`config.mk`:
```
export PLATFORM = sky130hd
export DESIGN_NAME = alu_control
export DESIGN_NICKNAME = d
export VERILOG_FILES = /design/src/rtl/alu_control.sv
export SDC_FILE = /design/constraint.sdc
export NUM_CORES = 1
export LEC_CHECK = 0
export CAP_MARGIN = 20
export CORE_AREA = 2 2 39 41
export CTS_BUF_LIST = sky130_fd_sc_hd__clkbuf_8 sky130_fd_sc_hd__clkbuf_16
export DETAILED_ROUTE_END_ITERATION = 7
export DIE_AREA = 0 0 41 43
export PLACE_DENSITY = 0.51
export SLEW_MARGIN = 20
export SYNTH_ARGS = -nofsm -noshare
export SYNTH_HDL_FRONTEND = slang
export SYNTH_SLANG_ARGS = --single-unit
```
`constraint.sdc`:
```
create_clock -name clk -period 2.1 [get_ports clk]
set_input_delay 0.42 -clock clk [delete_from_list [all_inputs] [get_ports clk]]
set_output_delay 0.42 -clock clk [all_outputs]
set_load 0.02 [all_outputs]
```
`src/rtl/alu_control.sv`:
```
// ALU control decoder: maps the main-control operation class and R-type func
// field to a 3-bit ALU control word, registered with one cycle of latency.
module alu_control (
  input  logic       clk,
  input  logic       reset,
  input  logic [2:0] func,
  input  logic [2:0] alu_op,
  output logic [2:0] alu_ctr,
  output logic       illegal
);

  typedef enum logic [2:0] {
    CTR_AND = 3'b000,
    CTR_ADD = 3'b001,
    CTR_SUB = 3'b010,
    CTR_XOR = 3'b011,
    CTR_NOR = 3'b100,
    CTR_OR  = 3'b101,
    CTR_SLT = 3'b110
  } alu_ctr_e;

  typedef enum logic [2:0] {
    OP_MEM   = 3'b000,
    OP_RTYPE = 3'b001,
    OP_BRANCH= 3'b010,
    OP_ANDI  = 3'b011,
    OP_ORI   = 3'b100,
    OP_SLTI  = 3'b101,
    OP_RSV6  = 3'b110,
    OP_RSV7  = 3'b111
  } alu_op_e;

  alu_ctr_e ctr_next;
  logic     illegal_next;
  alu_ctr_e func_ctr;
  logic     func_bad;

  // R-type func values 000..110 equal their control encodings; 111 is undefined.
  always_comb begin
    func_ctr = CTR_ADD;
    func_bad = 1'b0;
    unique case (func)
      3'b000:  func_ctr = CTR_AND;
      3'b001:  func_ctr = CTR_ADD;
      3'b010:  func_ctr = CTR_SUB;
      3'b011:  func_ctr = CTR_XOR;
      3'b100:  func_ctr = CTR_NOR;
      3'b101:  func_ctr = CTR_OR;
      3'b110:  func_ctr = CTR_SLT;
      default: begin
        func_ctr = CTR_ADD;
        func_bad = 1'b1;
      end
    endcase
  end

  always_comb begin
    ctr_next     = CTR_ADD;
    illegal_next = 1'b0;
    unique case (alu_op_e'(alu_op))
      OP_MEM:    ctr_next = CTR_ADD;
      OP_RTYPE: begin
        ctr_next     = func_ctr;
        illegal_next = func_bad;
      end
      OP_BRANCH: ctr_next = CTR_SUB;
      OP_ANDI:   ctr_next = CTR_AND;
      OP_ORI:    ctr_next = CTR_OR;
      OP_SLTI:   ctr_next = CTR_SLT;
      default: begin
        ctr_next     = CTR_ADD;
        illegal_next = 1'b1;
      end
    endcase
  end

  always_ff @(posedge clk) begin
    if (reset) begin
      alu_ctr <= CTR_ADD;
      illegal <= 1'b0;
    end else begin
      alu_ctr <= ctr_next;
      illegal <= illegal_next;
    end
  end

endmodule

```
==> results of run 1 <==
## metrics by stage
step / area, um^2 / setup slack [ps] / std cells
final: 402 / 492 / 60
after global routing: 402 / 418 / 60
after CTS: 402 / 499 / 60
after detailed placement: 360 / 275 / 57
after global placement: 360 / 270 / 57
after floorplan: 215 / 836 / 28
## where the power goes
| group | switching, mW | internal [mW] |
|---|---|---|
| clock network | 0.0361 | 0.122 |
| registers | 0.000986 | 0.0815 |
| logic | 0.0263 | 0.0316 |
## worst max-delay path: stages
cell             delay, ps
clkdlybuf4s50_1        470
inv_1                   60
ha_1                   310
and2b_1                220
o21ai_1                 80
a21o_1                 160
## area by class of cell
cell class                 instances  area (um^2)
inverter                           4         15.0
clock buffer                       3         41.3
tap                               16         20.0
sequential                         4         80.1
multi-input combinational         20          120
fill                             155          982
timing repair buffer              13          125
## path summary, 6_finish.rpt
kind / start / slack [ps] / to / depth (start not counted)
setup / recovery: alu_op[1] / 490 / alu_ctr[0] / 6
hold / removal: func[2] / 850 / alu_ctr[2] / 3
## per-layer routing
layer  wire [um]  part of all wire, %
met4           0                    0
met5           0                    0
met3          46                  9.1
met2         262                   52
met1         198                   39
## registers in the layout, indices dropped and copies added, names as in the netlist
| signal | flops |
|---|---|
| alu_ctr | 3 |
| illegal | 1 |
## synth_stat cells
master   number
a21o_1        1
a21oi_1       2
a31oi_1       1
and2b_1       1
dfxtp_1       4
ha_1          1
inv_1         4
nand2_1       2
nand3_1       3
nand4_1       1
nor2_1        1
nor3_1        1
nor3b_2       1
o21ai_0       3
o21ai_1       1
o22ai_1       1
## cells by family after synthesis
group / after synthesis / synth area share, %
and+or+nand+nor: 10 / 26.7
AOI/OAI and AO/OA: 9 / 23.3
buffers and inverters: 4 / 6.97
DFF: 4 / 37.2
adders and majority gates: 1 / 5.81
==> qor.csv, run 1 <==
metric,value,unit
FMAX,622,MHz
Routed WL,506,um
PwrDens,743,nW/um^2
Die Width,41,um
Yosys reg bits,4,
clk slew on worst S/H paths,30,ps
GR Overflow Total,0,
Worst slew margin,86.0,%
"most common cell after layout, fill and taps aside",clkdlybuf4s50_1,
largest buffer count on any clock path,2,
status,"complete, no violations",
total power draw,0.298,mW
first-pass GRT wire length,841,um
Post-Syn Area,215,um^2
worst min path class,in -> reg,
CTS Buf Count,3,
RSZ-0062 raised after global routing,false,
CP Launch Type,input port,
"Data arrival, critical path",1710,ps
CTS tree,built,
nets,55,
maximum VDD drop,0.000157,V
wire per inst,8.43,um
"Hold-fix buffers, CTS",0,
critical path peak fanout,3,
Ys Warns,0,
Row Count,14,
RePlAce Congestion,0.792,
via count,255,
required time of the critical path,2210,ps
Max Cap Viol,0,
Crit. End Element,flop,
vias per cell,4.25,
port bufs,11,
Synth top area share,37.2,%
Initial Util,15.6,%
Final Slew Violations,0,
Inserted Diodes,0,
# IOs,12,
final setup violation count,0,
Die Y,43,um
final core occ,29.0,%
CTS H-Tree Depth,1,
Syn Area/Cell,7.69,um^2
largest net degree at the start of global routing,7,
fraction of layout instances using a drive strength above 1,13.6,%
CORE AREA,1380,um^2
Post-Synthesis Cells,28,
vias in the first global route,229,
register area share after synthesis,37.2,%
first drt pass iteration count,4,
met2 Usage GRT,10.0,%
fin crit period,1610,ps
grt met3 use,3.14,%
Tot GR Track Use,7.82,%
"antenna viol nets, final",0,
Post-route DRC,0,
initial antenna violation count,0,
final hold slack,851,ps
post-CTS resize count,0,
Fin Setup TNS,0,ps
grt met1 use,8.01,%
syn_nets,37,
CTS Root Cell,clkbuf_8,
Slew @ Worst Pin,210,ps
drt initial violations,2,
# clock sinks,4,
fin crit share,76.6,%
Syn-to-layout area delta,86.6,%
Most Crowded Layer GR,met2,
detailed placer's ending HPWL,412,um
postcts setup bufs,0,
"commonest non-fill, non-tap cells in the layout","11 x clkdlybuf4s50_1, 4 x inv_1, 4 x dfxtp_1",
Yosys cell types,16,
Die Area,1760,um^2
Pleak,0.166,nW
"area leader, netlist",dfxtp_1,
Final Hold Fails,0,
Setup CP Type,in -> reg,
Area contributors post-synth,"dfxtp_1 37%, nand3_1 7.0%, o21ai_0 7.0%, inv_1 7.0%, ha_1 5.8%",
Power figures use the tool's default switching activity.
==> run 2, diff against run 1 <==
clock period = 1.54 ns   (was 2.1 ns; I/O delays follow)
==> run 2 against run 1 <==
Sequential cell count unchanged. Global-route usage fell by 0.90 points. Utilization increased by 1.4 points. Clock-buffer cell count unchanged. Critical path depth is the same. Cell area up 5.0%. Worst hold slack worse by 120 ps. Sequential share of layout area down 0.95 points. Critical path type unchanged. Critical endpoint is now alu_ctr[1]. Largest cell class is now multi-input combinational cells. Highest routed layer unchanged.
==> qor.csv, run 2 (synthesis results as in run 1) <==
metric,value,unit,change
status,"complete, no violations",,
postcts setup bufs,0,,unchanged
"antenna viol nets, final",0,,unchanged
CP top delay family,buffers and inverters,,
Crit. End Element,flop,,
largest buffer count on any clock path,2,,unchanged
wire per inst,7.72,um,-8.4%
fraction of layout instances using a drive strength above 1,17.8,%,+4.1 points
Final Hold Fails,0,,unchanged
Routed WL,471,um,-6.9%
clk slew on worst S/H paths,30,ps,about the same
"commonest non-fill, non-tap cells in the layout","11 x clkdlybuf4s50_1, 4 x inv_1, 4 x dfxtp_1",,
Initial Util,15.6,%,unchanged
fin crit period,1460,ps,
RePlAce Congestion,0.794,,+0.29%
"Data arrival, critical path",1550,ps,-160 ps
final setup violation count,0,,unchanged
critical path peak fanout,3,,unchanged
met2 Usage GRT,9.38,%,-0.63 points
CTS H-Tree Depth,1,,unchanged
PnR worst setup slack,76.7,ps,-416 ps
GR Overflow Total,0,,unchanged
ordered list of cells on the worst path,clkdlybuf4s50_1 > inv_1 > ha_4 > and2b_1 > a31oi_1 > o22ai_1,,
detailed placer's ending HPWL,401,um,-2.7%
Setup WS pre-CTS,-174,ps,-450 ps
required time of the critical path,1630,ps,-580 ps
Buf/Inv on CP,2,,unchanged
Die Width,41,um,unchanged
FMAX,683,MHz,
CTS Root Cell,clkbuf_8,,
number of flip-flops in the largest register,3,,unchanged
drt initial violations,2,,unchanged
Inserted Diodes,0,,unchanged
via count,247,,-3.1%
CP Launch Type,input port,,
Die Area,1760,um^2,unchanged
fin crit share,95.0,%,
Syn-to-layout area delta,95.9,%,
grt met1 use,7.40,%,-0.62 points
PwrDens,963,nW/um^2,+30%
slowest cell on the critical path,clkdlybuf4s50_1,,
Post-route DRC,0,,unchanged
maximum VDD drop,0.000284,V,+80%
Most Crowded Layer GR,met2,,
# IOs,12,,unchanged
"Hold-fix buffers, CTS",0,,unchanged
total power draw,0.406,mW,+36%
nets,56,,+1.8%
"most common cell after layout, fill and taps aside",clkdlybuf4s50_1,,
worst min path class,in -> reg,,
grt met3 use,5.24,%,+2.1 points
Setup CP Type,in -> reg,,
Slew @ Worst Pin,209,ps,-1.12 ps
biggest regs,"alu_ctr: 3 flops, illegal: 1 flops",,
first-pass GRT wire length,793,um,-5.7%
slowest cell delay on critical path,470,ps,about the same
Pleak,0.171,nW,+2.9%
Final Slew Violations,0,,unchanged
Max Cap Viol,0,,unchanged
Row Count,14,,unchanged
hold path start,func[2],,
# clock sinks,4,,unchanged
CTS Buf Count,3,,unchanged
vias in the first global route,218,,-4.8%
first drt pass iteration count,3,,-1
CTS tree,built,,
port bufs,11,,unchanged
CORE AREA,1380,um^2,unchanged
vias per cell,4.05,,-4.7%
largest net degree at the start of global routing,7,,unchanged
initial antenna violation count,0,,unchanged
Die Y,43,um,unchanged
Tot GR Track Use,6.93,%,-0.90 points
CP Launch Point,alu_op[1],,
Worst slew margin,86.0,%,about the same
Top reg by flops,alu_ctr,,
run 2: cell types whose count changed in the layout (fill, tap and decap cells not counted), sizes merged:
cell | previous run | this run
buf | 2 | 3
run 2: report_power, final:
group | switching (mW) | leakage [nW] | internal [mW]
sequential | 0.00130 | 0.0330 | 0.111
combinational | 0.0367 | 0.117 | 0.0463
clock | 0.0450 | 0.0216 | 0.166
run 2: worst paths after layout:
| kind | endpoint | slack, ps | cells past startpoint |
|---|---|---|---|
| worst max-delay path | alu_ctr[1] | 80 | 6 |
| worst min-delay path | alu_ctr[2] | 740 | 3 |
run 2: per-layer routing:
metal	vias up	share of wire (%)	routed length [um]
li1	133	-	-
met1	105	45	211
met2	9	46	219
met3	0	8.5	40
met4	0	0	0
met5	-	0	0
run 2: timing repair:
action	4_1_cts	5_1_grt
resized for setup	0	1
setup endpoints to repair	0	2
endpoints found under the hold margin	0	0
run 2: stage by stage:
step	area [um^2]	std cells	setup TNS [ps]	util [%]	hold slack, ps
after floorplan	215	28	0	-	377
after global placement	368	58	-367	26.6	955
after detailed placement	368	58	-378	26.6	952
after CTS	409	61	0	29.6	734
after global routing	422	61	-4.10	30.5	767
final	422	61	0	30.5	735
run 2: layout make-up:
cell class	count	area, um^2
multi-input cells	20	133
well taps	16	20.0
flip-flops and latches	4	80.1
fillers	163	962
clock buffers	3	41.3
repair buffers	14	133
inverters	4	15.0
run 2: tightest hold or removal path: cells and delay by family:
family                 cells  cell delay, ps
and+or+nand+nor            1              90
AOI/OAI and AO/OA          1              60
buffers and inverters      1             430
